==> src/rtl/booth_seq_mult.sv <==
// booth_seq_mult: sequential radix-2 Booth multiplier.
// Performs one Booth recoding step per clock. A product is ready WIDTH+1
// cycles after the operation is accepted. Operations can be signed or
// unsigned, chosen separately for each operation.
//
// Ports:
//   clk        system clock, rising edge
//   rst        asynchronous active-high reset
//   start      requests an operation (accepted in IDLE or DONE)
//   is_signed  1 = two's-complement operands, 0 = unsigned
//   x, y       multiplicand / multiplier, sampled on the accepting edge
//   salida     registered 2*WIDTH-bit product, held until the next result
//   busy       high while iterating
//   done       one-cycle pulse after salida is updated
module booth_seq_mult #(
    parameter int WIDTH = 4
) (
    input  logic                 clk,
    input  logic                 rst,
    input  logic                 start,
    input  logic                 is_signed,
    input  logic [WIDTH-1:0]     x,
    input  logic [WIDTH-1:0]     y,
    output logic [2*WIDTH-1:0]   salida,
    output logic                 busy,
    output logic                 done
);

    // Counter holds 0..WIDTH.
    localparam int CW = $clog2(WIDTH + 2);

    typedef enum logic [1:0] {
        IDLE = 2'b00,
        RUN  = 2'b01,
        DONE = 2'b10
    } state_t;

    state_t           state_r;
    state_t           state_nxt_s;
    logic [WIDTH+1:0] a_r;
    logic [WIDTH+1:0] a_nxt_s;
    logic [WIDTH+1:0] sum_s;
    logic [WIDTH+1:0] m_ext_s;
    logic [WIDTH:0]   m_r;
    logic [WIDTH:0]   q_r;
    logic [WIDTH:0]   q_nxt_s;
    logic             q_m1_r;
    logic [CW-1:0]    cnt_r;
    logic             load_s;
    logic             last_s;

    // One Booth step: conditional add/subtract, then arithmetic shift of {A,Q,Q-1}.
    always_comb begin
        m_ext_s = {m_r[WIDTH], m_r};
        case ({q_r[0], q_m1_r})
            2'b01:   sum_s = a_r + m_ext_s;
            2'b10:   sum_s = a_r - m_ext_s;
            default: sum_s = a_r;
        endcase
        a_nxt_s = {sum_s[WIDTH+1], sum_s[WIDTH+1:1]};
        q_nxt_s = {sum_s[0], q_r[WIDTH:1]};
    end

    // Acceptance and last-step qualifiers.
    always_comb begin
        load_s = start && ((state_r == IDLE) || (state_r == DONE));
        last_s = (state_r == RUN) && (cnt_r == CW'(WIDTH));
    end

    // Next-state logic.
    always_comb begin
        state_nxt_s = state_r;
        case (state_r)
            IDLE: begin
                if (start) begin
                    state_nxt_s = RUN;
                end else begin
                    state_nxt_s = IDLE;
                end
            end
            RUN: begin
                if (last_s) begin
                    state_nxt_s = DONE;
                end else begin
                    state_nxt_s = RUN;
                end
            end
            DONE: begin
                if (start) begin
                    state_nxt_s = RUN;
                end else begin
                    state_nxt_s = IDLE;
                end
            end
            default: state_nxt_s = IDLE;
        endcase
    end

    // State register plus registered busy/done, both derived from the next state.
    always_ff @(posedge clk or posedge rst) begin
        if (rst) begin
            state_r <= IDLE;
            busy    <= 1'b0;
            done    <= 1'b0;
        end else begin
            state_r <= state_nxt_s;
            busy    <= (state_nxt_s == RUN);
            done    <= (state_nxt_s == DONE);
        end
    end

    // Datapath: load extended operands on accept, iterate in RUN, capture the product on the last step.
    always_ff @(posedge clk or posedge rst) begin
        if (rst) begin
            a_r    <= '0;
            q_r    <= '0;
            m_r    <= '0;
            q_m1_r <= 1'b0;
            cnt_r  <= '0;
            salida <= '0;
        end else if (load_s) begin
            // The extra operand bit makes unsigned values positive in two's complement.
            m_r    <= is_signed ? {x[WIDTH-1], x} : {1'b0, x};
            q_r    <= is_signed ? {y[WIDTH-1], y} : {1'b0, y};
            a_r    <= '0;
            q_m1_r <= 1'b0;
            cnt_r  <= '0;
        end else if (state_r == RUN) begin
            a_r    <= a_nxt_s;
            q_r    <= q_nxt_s;
            q_m1_r <= q_r[0];
            cnt_r  <= cnt_r + CW'(1);
            if (last_s) begin
                // The exact product always fits in the low 2*WIDTH bits of {A,Q}.
                salida <= {a_nxt_s[WIDTH-2:0], q_nxt_s};
            end else begin
                salida <= salida;
            end
        end else begin
            a_r    <= a_r;
            q_r    <= q_r;
            m_r    <= m_r;
            q_m1_r <= q_m1_r;
            cnt_r  <= cnt_r;
            salida <= salida;
        end
    end

endmodule

==> config.mk <==
export PLATFORM = sky130hd
export DESIGN_NAME = booth_seq_mult
export DESIGN_NICKNAME = d
export VERILOG_FILES = /design/src/rtl/booth_seq_mult.sv
export SDC_FILE = /design/constraint.sdc
export NUM_CORES = 1
export LEC_CHECK = 0
export BUFFER_PORTS_ARGS = -buffer_cell sky130_fd_sc_hd__clkbuf_2
export CAP_MARGIN = 10
export CORE_MARGIN = 2
export CORE_UTILIZATION = 51
export CTS_CLUSTER_SIZE = 28
export DETAILED_ROUTE_END_ITERATION = 10
export GPL_TIMING_DRIVEN = 0
export PLACE_DENSITY = 0.72
export SKIP_CTS_REPAIR_TIMING = 1
export SLEW_MARGIN = 15
export SYNTH_ARGS = -nofsm -noshare
export SYNTH_HDL_FRONTEND = slang
export SYNTH_SLANG_ARGS = --single-unit
==> constraint.sdc <==
create_clock -name clk -period 2.7 [get_ports clk]
set_input_delay 0.135 -clock clk [delete_from_list [all_inputs] [get_ports clk]]
set_output_delay 0.135 -clock clk [all_outputs]
set_load 0.005 [all_outputs]
==> impl_metrics.tcl <==
set metrics [dict create \
    crit_path_max_fanout 6 \
    ys_ff_latch 31 \
    numClockSinks 31 \
    placed_area_sq_um 1710 \
    pre_cts_ws_ns 0.236 \
    syn_area_per_cell_sq_um 9.68 \
    wirelength_mm 3.04 \
    p_per_area_nw_per_um2 1480 \
    fmaxAchievable_ghz 0.401 \
    fp.dieW_um 59.4 \
    fill_cells 262 \
    swShare_pct 42.4 \
    p_leak_nw 0.905 \
    ys_types 31 \
    cts-buffers-inserted 5 \
    io_pins 22 \
    placementRows 20 \
    dieArea_sq_um 3530 \
    insertedDiodeCount 0 \
    dpl.hpwl_mm 2.31 \
    tritoncts "yes" \
    grt_pass1_wl_mm 5.12 \
    area_growth_pct 14.4 \
    fp.coreArea_sq_um 2980 \
    dp_cells 216 \
    p_switching_w 0.00112 \
    htree_num_levels 2 \
    yosys_warnings 0 \
    hold_path.class "input port to flop" \
    combPwrFrac_pct 56.8 \
    drive_gt1_share_pct 20.8 \
    port_buffers 21 \
    synthesis.nets 184 \
    fin_ws_ns 0.206 \
    clk_path_buf_depth 2 \
    worstRegToRegCells 10 \
    antenna_found_initial 0 \
    clockRootBuffer "clkbuf_4" \
    cp-end-kind "flop" \
    most-common-layout-cells "nand2_1 (32), dfrtp_1 (31), clkbuf_2 (21), o21ai_0 (12), inv_1 (10)" \
    cp_data_arrival_time_ns 2.75 \
    hold_slack_ns 0.00529 \
    rsz0062_at_grt "false" \
    first_pass_iters 4 \
    synthAdderAreaFrac_pct 8.46 \
    dr.first_iter.drc_count 23 \
    r2r-start "q_m1_r" \
    synth_edf_count 0 \
    worst_slew_pin_slew_ns 0.637 \
    synth_top_family_by_area "simple AND/OR/NAND/NOR gates" \
    finalSetupTns_ns 0 \
    grt_max_degree 32 \
    internal_power_w 0.00153 \
    synth_mux_area_share_pct 5.59 \
    synth-xor-area-share_pct 2.23 \
    min_from "x[2]" \
    final_common_cell "nand2_1" \
    fin_area_sq_um 1790 \
    nets 213 \
    p_clk_share_pct 11.5 \
    maxSlewViolCount 0 \
    yosys.area_share.simple_pct 16.7 \
    min_period_over_period_pct 92.4 \
    async_flop_share_pct 100 \
    track_usage_pct 20.1 \
    place_congestion 0.738 \
    synth.cell_area_sq_um 1570 \
    die_y_um 59.4 \
    hold_path_depth 3 \
    worst_skew_pair.late_latency_ns 0.33 \
    crit_path_start_kind "flop" \
    fin_cells 225 \
    power.ir.vdd_worst_uv 678 \
    hold_viol_final 0 \
    grt_overflow 0 \
    yosysSeqAreaShare_pct 49.5 \
    min_period_ns 2.49 \
    finClkSkew_ns 0.00389 \
    setup_viol 0 \
    required_ns 2.96 \
    power_frac_seq_pct 31.7 \
    worstSetupPathType "flop to flop" \
    synth_cells 162 \
    r2r_end "a_r[4]" \
    slew_headroom_pct 57.5 \
    wl_per_cell_um 13.5 \
    ant_nets 0 \
    grt_pass1_vias 1143 \
    status "finished, final reports clean" \
    synth-main-ff-cell "dfrtp_1" \
    drc 0 \
    num_vias 1220 \
    clkTransAtPathRegs_ns 0.09 \
    r2r_slack_ns 0.21 \
    start_util_pct 52.6 \
    hold_end "m_r[2]" \
    synth-compound-area-share_pct 13.4 \
    maxCapViolations 0 \
    avgViaCountPerCell 5.42 \
]
[worst max-delay path: stages (launching register included)]
cell     delay, ns
dfrtp_1       0.39
inv_1         0.06
ha_1          0.26
mux2_2        0.41
inv_1         0.07
ha_1          0.21
nor2b_1       0.13
o31a_1        0.26
o22ai_1       0.18
mux2i_1       0.25
mux2i_1       0.20
[final cells by class]
cell class                      count  area [sq um]  area share, %
Clock buffer                        8          68.8           3.84
Tap cell                           33          41.3           2.30
Timing Repair Buffer               22           115           6.42
Inverter                           11          41.3           2.30
Multi-Input combinational cell    114           727           40.5
Buffer                              6          23.8           1.33
Sequential cell                    31           776           43.3
[cell usage after synthesis, types with 3 or more instances]
cell | number | area, sq um
inv_1 | 11 | 41.3
clkbuf_1 | 5 | 18.8
a21oi_1 | 8 | 40.0
mux2_2 | 6 | 67.6
a22oi_1 | 4 | 30.0
nand2_1 | 32 | 120
o21a_1 | 3 | 22.5
nand3_1 | 3 | 15.0
o21ai_0 | 12 | 60.1
nor3_1 | 3 | 15.0
nor2b_1 | 5 | 31.3
xnor2_1 | 3 | 26.3
ha_1 | 9 | 113
dfrtp_1 | 31 | 776
nor2_1 | 7 | 26.3
[registers in the layout, summed over array words and instances, names as in the netlist]
register	count
done	1
salida	8
cnt_r	3
q_r	5
m_r	5
q_m1_r	1
a_r	5
busy	1
state_r	2
[cells by family (layout without fill, tap and decap cells)]
group	after synthesis	after routing
fa+ha+maj	10	10
mux	8	8
flops	31	31
compound gates	34	34
xor+xnor	4	4
simple gates	58	58
buf+inv	17	47
[worst max-delay path by stage]
stage / slack [ns] / start / end
2_1_floorplan: 0.44 / q_m1_r / a_r[4]
3_3_place_gp: 0.31 / m_r[0] / a_r[4]
3_5_place_dp: 0.24 / q_m1_r / a_r[4]
4_1_cts: 0.22 / q_m1_r / a_r[4]
5_1_grt: 0.05 / q_m1_r / a_r[3]
6_report: 0.21 / q_m1_r / a_r[4]
[power groups by stage]
stage | registers (W) | logic (W) | clock network (W)
after floorplan | 0.000819 | 0.00114 | 0
after global placement | 0.000838 | 0.00142 | 0
after detailed placement | 0.000853 | 0.00150 | 0
after CTS | 0.000842 | 0.00151 | 0.000315
after global routing | 0.000871 | 0.00171 | 0.000331
final | 0.000841 | 0.00151 | 0.000305
[metal layers]
metal  track usage (%)  part of all wire (%)  wire length, um
met5                 0                     0                0
met4              8.77                   2.2               66
met3              5.90                   3.5              106
met2              32.0                    50             1530
met1              25.2                    44             1340
[through the flow]
stage	utilization (%)	power, W
finish	60.2	0.00266
global route	60.2	0.00291
CTS	59.9	0.00267
detailed placement	57.6	0.00235
global placement	57.6	0.00226
floorplan	-	0.00196
(Power assumes the default switching activity.)
